## config.mk

```make
export PLATFORM = sky130hd
export DESIGN_NAME = vga_stream_tx
export DESIGN_NICKNAME = d
export VERILOG_FILES = /design/src/rtl/vga_stream_tx.sv
export SDC_FILE = /design/constraint.sdc
export NUM_CORES = 1
export LEC_CHECK = 0
export ABC_AREA = 1
export BUFFER_PORTS_ARGS = -buffer_cell sky130_fd_sc_hd__buf_2
export CAP_MARGIN = 20
export CORE_ASPECT_RATIO = 0.8
export CORE_MARGIN = 10
export CORE_UTILIZATION = 49
export CTS_BUF_LIST = sky130_fd_sc_hd__clkbuf_16
export DETAILED_ROUTE_END_ITERATION = 8
export PLACE_DENSITY = 0.78
export SLEW_MARGIN = 40
export SYNTH_ARGS = -nofsm -noshare
export SYNTH_HDL_FRONTEND = slang
export SYNTH_SLANG_ARGS = --single-unit
```

## constraint.sdc

```tcl
create_clock -name pixel_clk -period 2.05 [get_ports pixel_clk]
set_clock_uncertainty 0.1 [all_clocks]
set_input_delay 0.3075 -clock pixel_clk [delete_from_list [all_inputs] [get_ports pixel_clk]]
set_output_delay 0.3075 -clock pixel_clk [all_outputs]
set_load 0.02 [all_outputs]
```

## src/rtl/vga_stream_tx.sv

```systemverilog
// Valid/ready RGB444 pixel stream to registered VGA timing, with sof-based frame lock.
// Optional colour-bar generator is built only when VGA_TEST_PATTERN_EN is defined.
module vga_stream_tx #(
  parameter int unsigned H_ACTIVE = 640,
  parameter int unsigned H_FP     = 16,
  parameter int unsigned H_SYNC   = 96,
  parameter int unsigned H_BP     = 48,
  parameter int unsigned V_ACTIVE = 480,
  parameter int unsigned V_FP     = 10,
  parameter int unsigned V_SYNC   = 2,
  parameter int unsigned V_BP     = 33,
  parameter bit          SYNC_POL = 1'b0
) (
  input  logic        pixel_clk,
  input  logic        rst_n,
  input  logic [11:0] in_rgb,
  input  logic        in_sof,
  input  logic        in_valid,
  output logic        in_ready,
  input  logic        pattern_sel,
  output logic [3:0]  r,
  output logic [3:0]  g,
  output logic [3:0]  b,
  output logic        hsync,
  output logic        vsync,
  output logic        frame_start,
  output logic        locked,
  output logic        err_underrun,
  output logic        err_sync
);

  localparam int unsigned HT   = H_ACTIVE + H_FP + H_SYNC + H_BP;
  localparam int unsigned VT   = V_ACTIVE + V_FP + V_SYNC + V_BP;
  localparam int unsigned MAXT = (HT > VT) ? HT : VT;
  localparam int unsigned CW   = $clog2(MAXT);

  localparam logic [CW-1:0] HLast    = CW'(HT - 1);
  localparam logic [CW-1:0] VLast    = CW'(VT - 1);
  localparam logic [CW-1:0] HActC    = CW'(H_ACTIVE);
  localparam logic [CW-1:0] VActC    = CW'(V_ACTIVE);
  localparam logic [CW-1:0] HsStart  = CW'(H_ACTIVE + H_FP);
  localparam logic [CW-1:0] HsEnd    = CW'(H_ACTIVE + H_FP + H_SYNC);
  localparam logic [CW-1:0] VsStart  = CW'(V_ACTIVE + V_FP);
  localparam logic [CW-1:0] VsEnd    = CW'(V_ACTIVE + V_FP + V_SYNC);

  typedef enum logic [0:0] {StHunt, StLocked} state_e;

  state_e        state_q, state_d;
  logic [CW-1:0] hcnt_q, hcnt_d;
  logic [CW-1:0] vcnt_q, vcnt_d;
  logic          active, at_origin, hsync_on, vsync_on;
  logic [11:0]   pix_d;
  logic          set_under, set_sync;

  assign active    = (hcnt_q < HActC) && (vcnt_q < VActC);
  assign at_origin = (hcnt_q == '0) && (vcnt_q == '0);
  assign hsync_on  = (hcnt_q >= HsStart) && (hcnt_q < HsEnd);
  assign vsync_on  = (vcnt_q >= VsStart) && (vcnt_q < VsEnd);
  assign locked    = (state_q == StLocked);

  always_comb begin
    hcnt_d = hcnt_q + 1'b1;
    vcnt_d = vcnt_q;
    if (hcnt_q == HLast) begin
      hcnt_d = '0;
      vcnt_d = (vcnt_q == VLast) ? '0 : vcnt_q + 1'b1;
    end
  end

`ifdef VGA_TEST_PATTERN_EN
  localparam int unsigned BarW = (H_ACTIVE / 8 > 0) ? H_ACTIVE / 8 : 1;

  logic [CW-1:0] bar_pos;
  logic [2:0]    bar_idx;
  logic [11:0]   bar_rgb;

  assign bar_pos = hcnt_q / CW'(BarW);
  assign bar_idx = bar_pos[2:0];

  always_comb begin
    bar_rgb = 12'h000;
    unique case (bar_idx)
      3'd0:    bar_rgb = 12'hFFF;
      3'd1:    bar_rgb = 12'hFF0;
      3'd2:    bar_rgb = 12'h0FF;
      3'd3:    bar_rgb = 12'h0F0;
      3'd4:    bar_rgb = 12'hF0F;
      3'd5:    bar_rgb = 12'hF00;
      3'd6:    bar_rgb = 12'h00F;
      default: bar_rgb = 12'h000;
    endcase
  end
`else
  logic unused_pattern_sel;
  assign unused_pattern_sel = pattern_sel;
`endif

  always_comb begin
    state_d   = state_q;
    in_ready  = 1'b0;
    pix_d     = 12'h000;
    set_under = 1'b0;
    set_sync  = 1'b0;
    unique case (state_q)
      StHunt: begin
        // A sof beat is held off until the raster reaches (0,0).
        in_ready = in_sof ? at_origin : 1'b1;
        if (in_valid && in_sof && at_origin) begin
          pix_d   = in_rgb;
          state_d = StLocked;
        end
      end
      StLocked: begin
        // Refuse any beat whose sof flag disagrees with the raster position.
        in_ready = active && (in_sof == at_origin);
        if (active) begin
          if (!in_valid) begin
            set_under = 1'b1;
            state_d   = StHunt;
          end else if (in_sof != at_origin) begin
            set_sync = 1'b1;
            state_d  = StHunt;
          end else begin
            pix_d = in_rgb;
          end
        end
      end
      default: state_d = StHunt;
    endcase
`ifdef VGA_TEST_PATTERN_EN
    if (pattern_sel) begin
      state_d   = StHunt;
      in_ready  = 1'b0;
      set_under = 1'b0;
      set_sync  = 1'b0;
      pix_d     = active ? bar_rgb : 12'h000;
    end
`endif
  end

  always_ff @(posedge pixel_clk or negedge rst_n) begin
    if (!rst_n) begin
      state_q      <= StHunt;
      hcnt_q       <= '0;
      vcnt_q       <= '0;
      r            <= 4'h0;
      g            <= 4'h0;
      b            <= 4'h0;
      hsync        <= !SYNC_POL;
      vsync        <= !SYNC_POL;
      frame_start  <= 1'b0;
      err_underrun <= 1'b0;
      err_sync     <= 1'b0;
    end else begin
      state_q      <= state_d;
      hcnt_q       <= hcnt_d;
      vcnt_q       <= vcnt_d;
      r            <= pix_d[11:8];
      g            <= pix_d[7:4];
      b            <= pix_d[3:0];
      hsync        <= hsync_on ? SYNC_POL : !SYNC_POL;
      vsync        <= vsync_on ? SYNC_POL : !SYNC_POL;
      frame_start  <= at_origin;
      err_underrun <= err_underrun | set_under;
      err_sync     <= err_sync | set_sync;
    end
  end

endmodule
```

==> results.sh <==
export IMPL_n_antenna_cell=0
export IMPL_post_synth_top_count_cell="nand2_1"
export IMPL_cts_tree="done"
export IMPL_grt_pass1_vias=1649
export IMPL_finalNonFillerCells=348
export IMPL_portBuffers=34
export IMPL_vias=1693
export IMPL_outcome="finished, violations left"
export IMPL_syn_nets=247
export IMPL_drc=0
export IMPL_yosys_area_share_xor_xnor_pct=4.895
export IMPL_synthAdderAreaFrac_pct=3.179
export IMPL_grtUsageTotal_pct=13.52
export IMPL_ir_drop_uv=513.0
export IMPL_hold_ws_ns=0.1361
export IMPL_crit_type="reg -> out"
export IMPL_drt_initial_drc_count=133
export IMPL_ys_types=29
export IMPL_p_per_area_nw_per_um2=580.5
export IMPL_dp_cells=333
export IMPL_synthFlopType="dfrtp_1"
export IMPL_die_w_um=90.86
export IMPL_num_rows=20
export IMPL_synth_compound_area_share_pct=9.091
export IMPL_tightest_slew_ns=0.4817
export IMPL_setup_viol=14
export IMPL_synth_area_leaders="dfrtp_1, nand2_1, inv_1"
export IMPL_ys_warn_count=0
export IMPL_synth_mux_area_share_pct=0
export IMPL_clk_pin_slew_ns=0.06
export IMPL_relSlewSlack_pct=67.89
export IMPL_fmax_ghz=0.4371
export IMPL_synth_cells=225
export IMPL_synth_simple_area_share_pct=24.79
export IMPL_failed_checks="negative setup slack"
export IMPL_path_cells="inv_1 -> ha_2 -> nand2_2 -> nor3_4 -> nand3_4 -> ha_4 -> inv_2 -> o22ai_2 -> buf_6"
export IMPL_routed_wl_mm=5.267
export IMPL_post_place_ws_ns=-0.05807
export IMPL_critPathTopFamily="adder cells"
export IMPL_firstDrtPassIters=4
export IMPL_dp_hpwl_mm=3.211
export IMPL_yosys_area_top_type="dfrtp_1"
export IMPL_drive_above_1_share_pct=39.93
export IMPL_hold_viol_final=0
export IMPL_clkLatencyLatePin_ns=0.28
export IMPL_synth_area_per_cell_um2=8.747
export IMPL_cp_slowest_cell="dfrtp_1"
export IMPL_grt_overflow=0
export IMPL_path_buf_inv=3
export IMPL_ant_nets=0
export IMPL_grt_antenna_before_repair=0
export IMPL_grt_pass1_wl_mm=7.734
export IMPL_hold_path_class="in -> reg"
export IMPL_nets=314
export IMPL_cts_buffer_depth=2
export IMPL_fillers=270
export IMPL_finalPower_w=0.001577
export IMPL_ys_async_sr_fraction_pct=100.0
export IMPL_critPathMaxStageDelay_ns=0.39
export IMPL_max_cap_violations=0
export IMPL_fin_crit_ns=2.288
export IMPL_areaGrowthSynthToFinish_pct=38.08
export IMPL_cts_sinks=38
export IMPL_cts_buffers=5
export IMPL_initial_core_util_pct=51.41
export IMPL_worst_slack_ns=-0.2379
export IMPL_synth_area_um2=1968
export IMPL_avgRoutedWirePerCell_um=15.14
export IMPL_startpoint_type="flop"
export IMPL_synth_edf_count=0
export IMPL_place_congestion=0.8790
export IMPL_rsz0062_at_grt="yes"
export IMPL_synth_top_family_by_area="simple AND/OR/NAND/NOR gates"
export IMPL_core_um2=3829
export IMPL_die_area_um2=6967
export IMPL_cts_root_buf="clkbuf_16"
export IMPL_crit_arrival_ns=1.88
export IMPL_utilization_pct=70.98
export IMPL_synth_seq_cells=38
export IMPL_routed_via_density=4.865
export IMPL_yosys_top_cells_count="nand2_1, inv_1, dfrtp_1"
export IMPL_synth_top_area_share_pct=45.77
export IMPL_required_ns=1.64
export IMPL_power_leakage_nw=1.415
export IMPL_die_y_um=76.69
export IMPL_slew_viol_final=0
export IMPL_crit_fanout=2
export IMPL_endpoint_kind="output pin"
export IMPL_seq_area_frac_synth_pct=48.44
export IMPL_htree_levels=2
export IMPL_post_route_period_util_pct=111.6
export IMPL_io_pins=36
export IMPL_grt_max_degree=39
==> state kept, by name (all words and copies together), names as in the netlist <==
signal,flops
hcnt_q,10
frame_start,1
vsync,1
r,4
locked,1
err_sync,1
vcnt_q,10
hsync,1
err_underrun,1
b,4
g,4
==> worst paths after layout <==
check	from	endpoint	slack (ns)	cells past startpoint
min in group asynchronous	rst_n	hcnt_q[3]$_DFF_PN0_	0.52	3
worst min-delay path	in_rgb[3]	b[3]$_DFF_PN0_	0.14	3
worst max register to register	hcnt_q[0]$_DFF_PN0_	g[2]$_DFF_PN0_	-0.19	13
max in group asynchronous	rst_n	vsync$_DFF_PN1_	0.97	3
worst min register to register	err_sync$_DFF_PN0_	err_sync$_DFF_PN0_	0.38	1
worst max-delay path	hcnt_q[0]$_DFF_PN0_	in_ready	-0.24	9
==> stage by stage <==
step / setup TNS (ns) / area (um2)
finish: -2.388 / 2718
CTS: -1.302 / 2611
global route: -3.645 / 2718
detailed placement: -0.4368 / 2354
floorplan: 0 / 1968
global placement: -0.01256 / 2354
==> cell usage in the layout (no fill, tap or decap), types with 5 or more instances in the layout <==
cell        n
nor2_2      7
inv_1      32
inv_2       7
a21oi_4     6
dfrtp_1    36
nor2_1     23
a21oi_2     6
buf_4      25
clkbuf_16   6
nand2_1    38
o21ai_0     5
nand3_1    13
buf_2      33
xor2_1      9
==> cells by family after synthesis <==
kind of cell / Yosys count
simple gates: 102
buf+inv: 44
flops: 38
compound gates: 25
xor+xnor: 11
fa+ha+maj: 5
==> power by group <==
part	switching [W]	internal [W]
logic	0.0000442	0.0000317
clock network	0.000303	0.000444
registers	0.00000143	0.000753
==> final cells by class <==
class                      count  area, um2  share of cell area, %
clock buffer                   5      125.1                  4.604
timing repair buffer          64      441.7                  16.25
sequential                    38      953.4                  35.08
clock inverter                 3      16.27                 0.5985
tap                           55      68.82                  2.532
multi-input combinational    143      959.7                  35.31
inverter                      40      152.6                  5.617
==> worst min-delay path, cell delays in order <==
cell and delay [ns]:
buf_2 0.09, inv_1 0.05, a21oi_2 0.03
==> layer usage <==
metal | share of wire, % | GRT usage [%] | vias up | routed length [um]
met5 | 0 | 0 | - | 0
met4 | 3.8 | 7.500 | 0 | 202
met3 | 4.5 | 2.918 | 17 | 239
met2 | 50 | 21.87 | 57 | 2652
met1 | 41 | 16.39 | 784 | 2172
li1 | - | - | 835 | -
==> timing repair <==
action / 4_1_cts / 5_1_grt
hold endpoints to repair: 36 / 0
hold buffers: 1 / 0
resized for setup: 16 / 19
gates cloned: 1 / 0
endpoints found under the setup margin: 13 / 14
setup buffers: 3 / 2
pin swaps: 16 / 9
(Power assumes the default switching activity.)
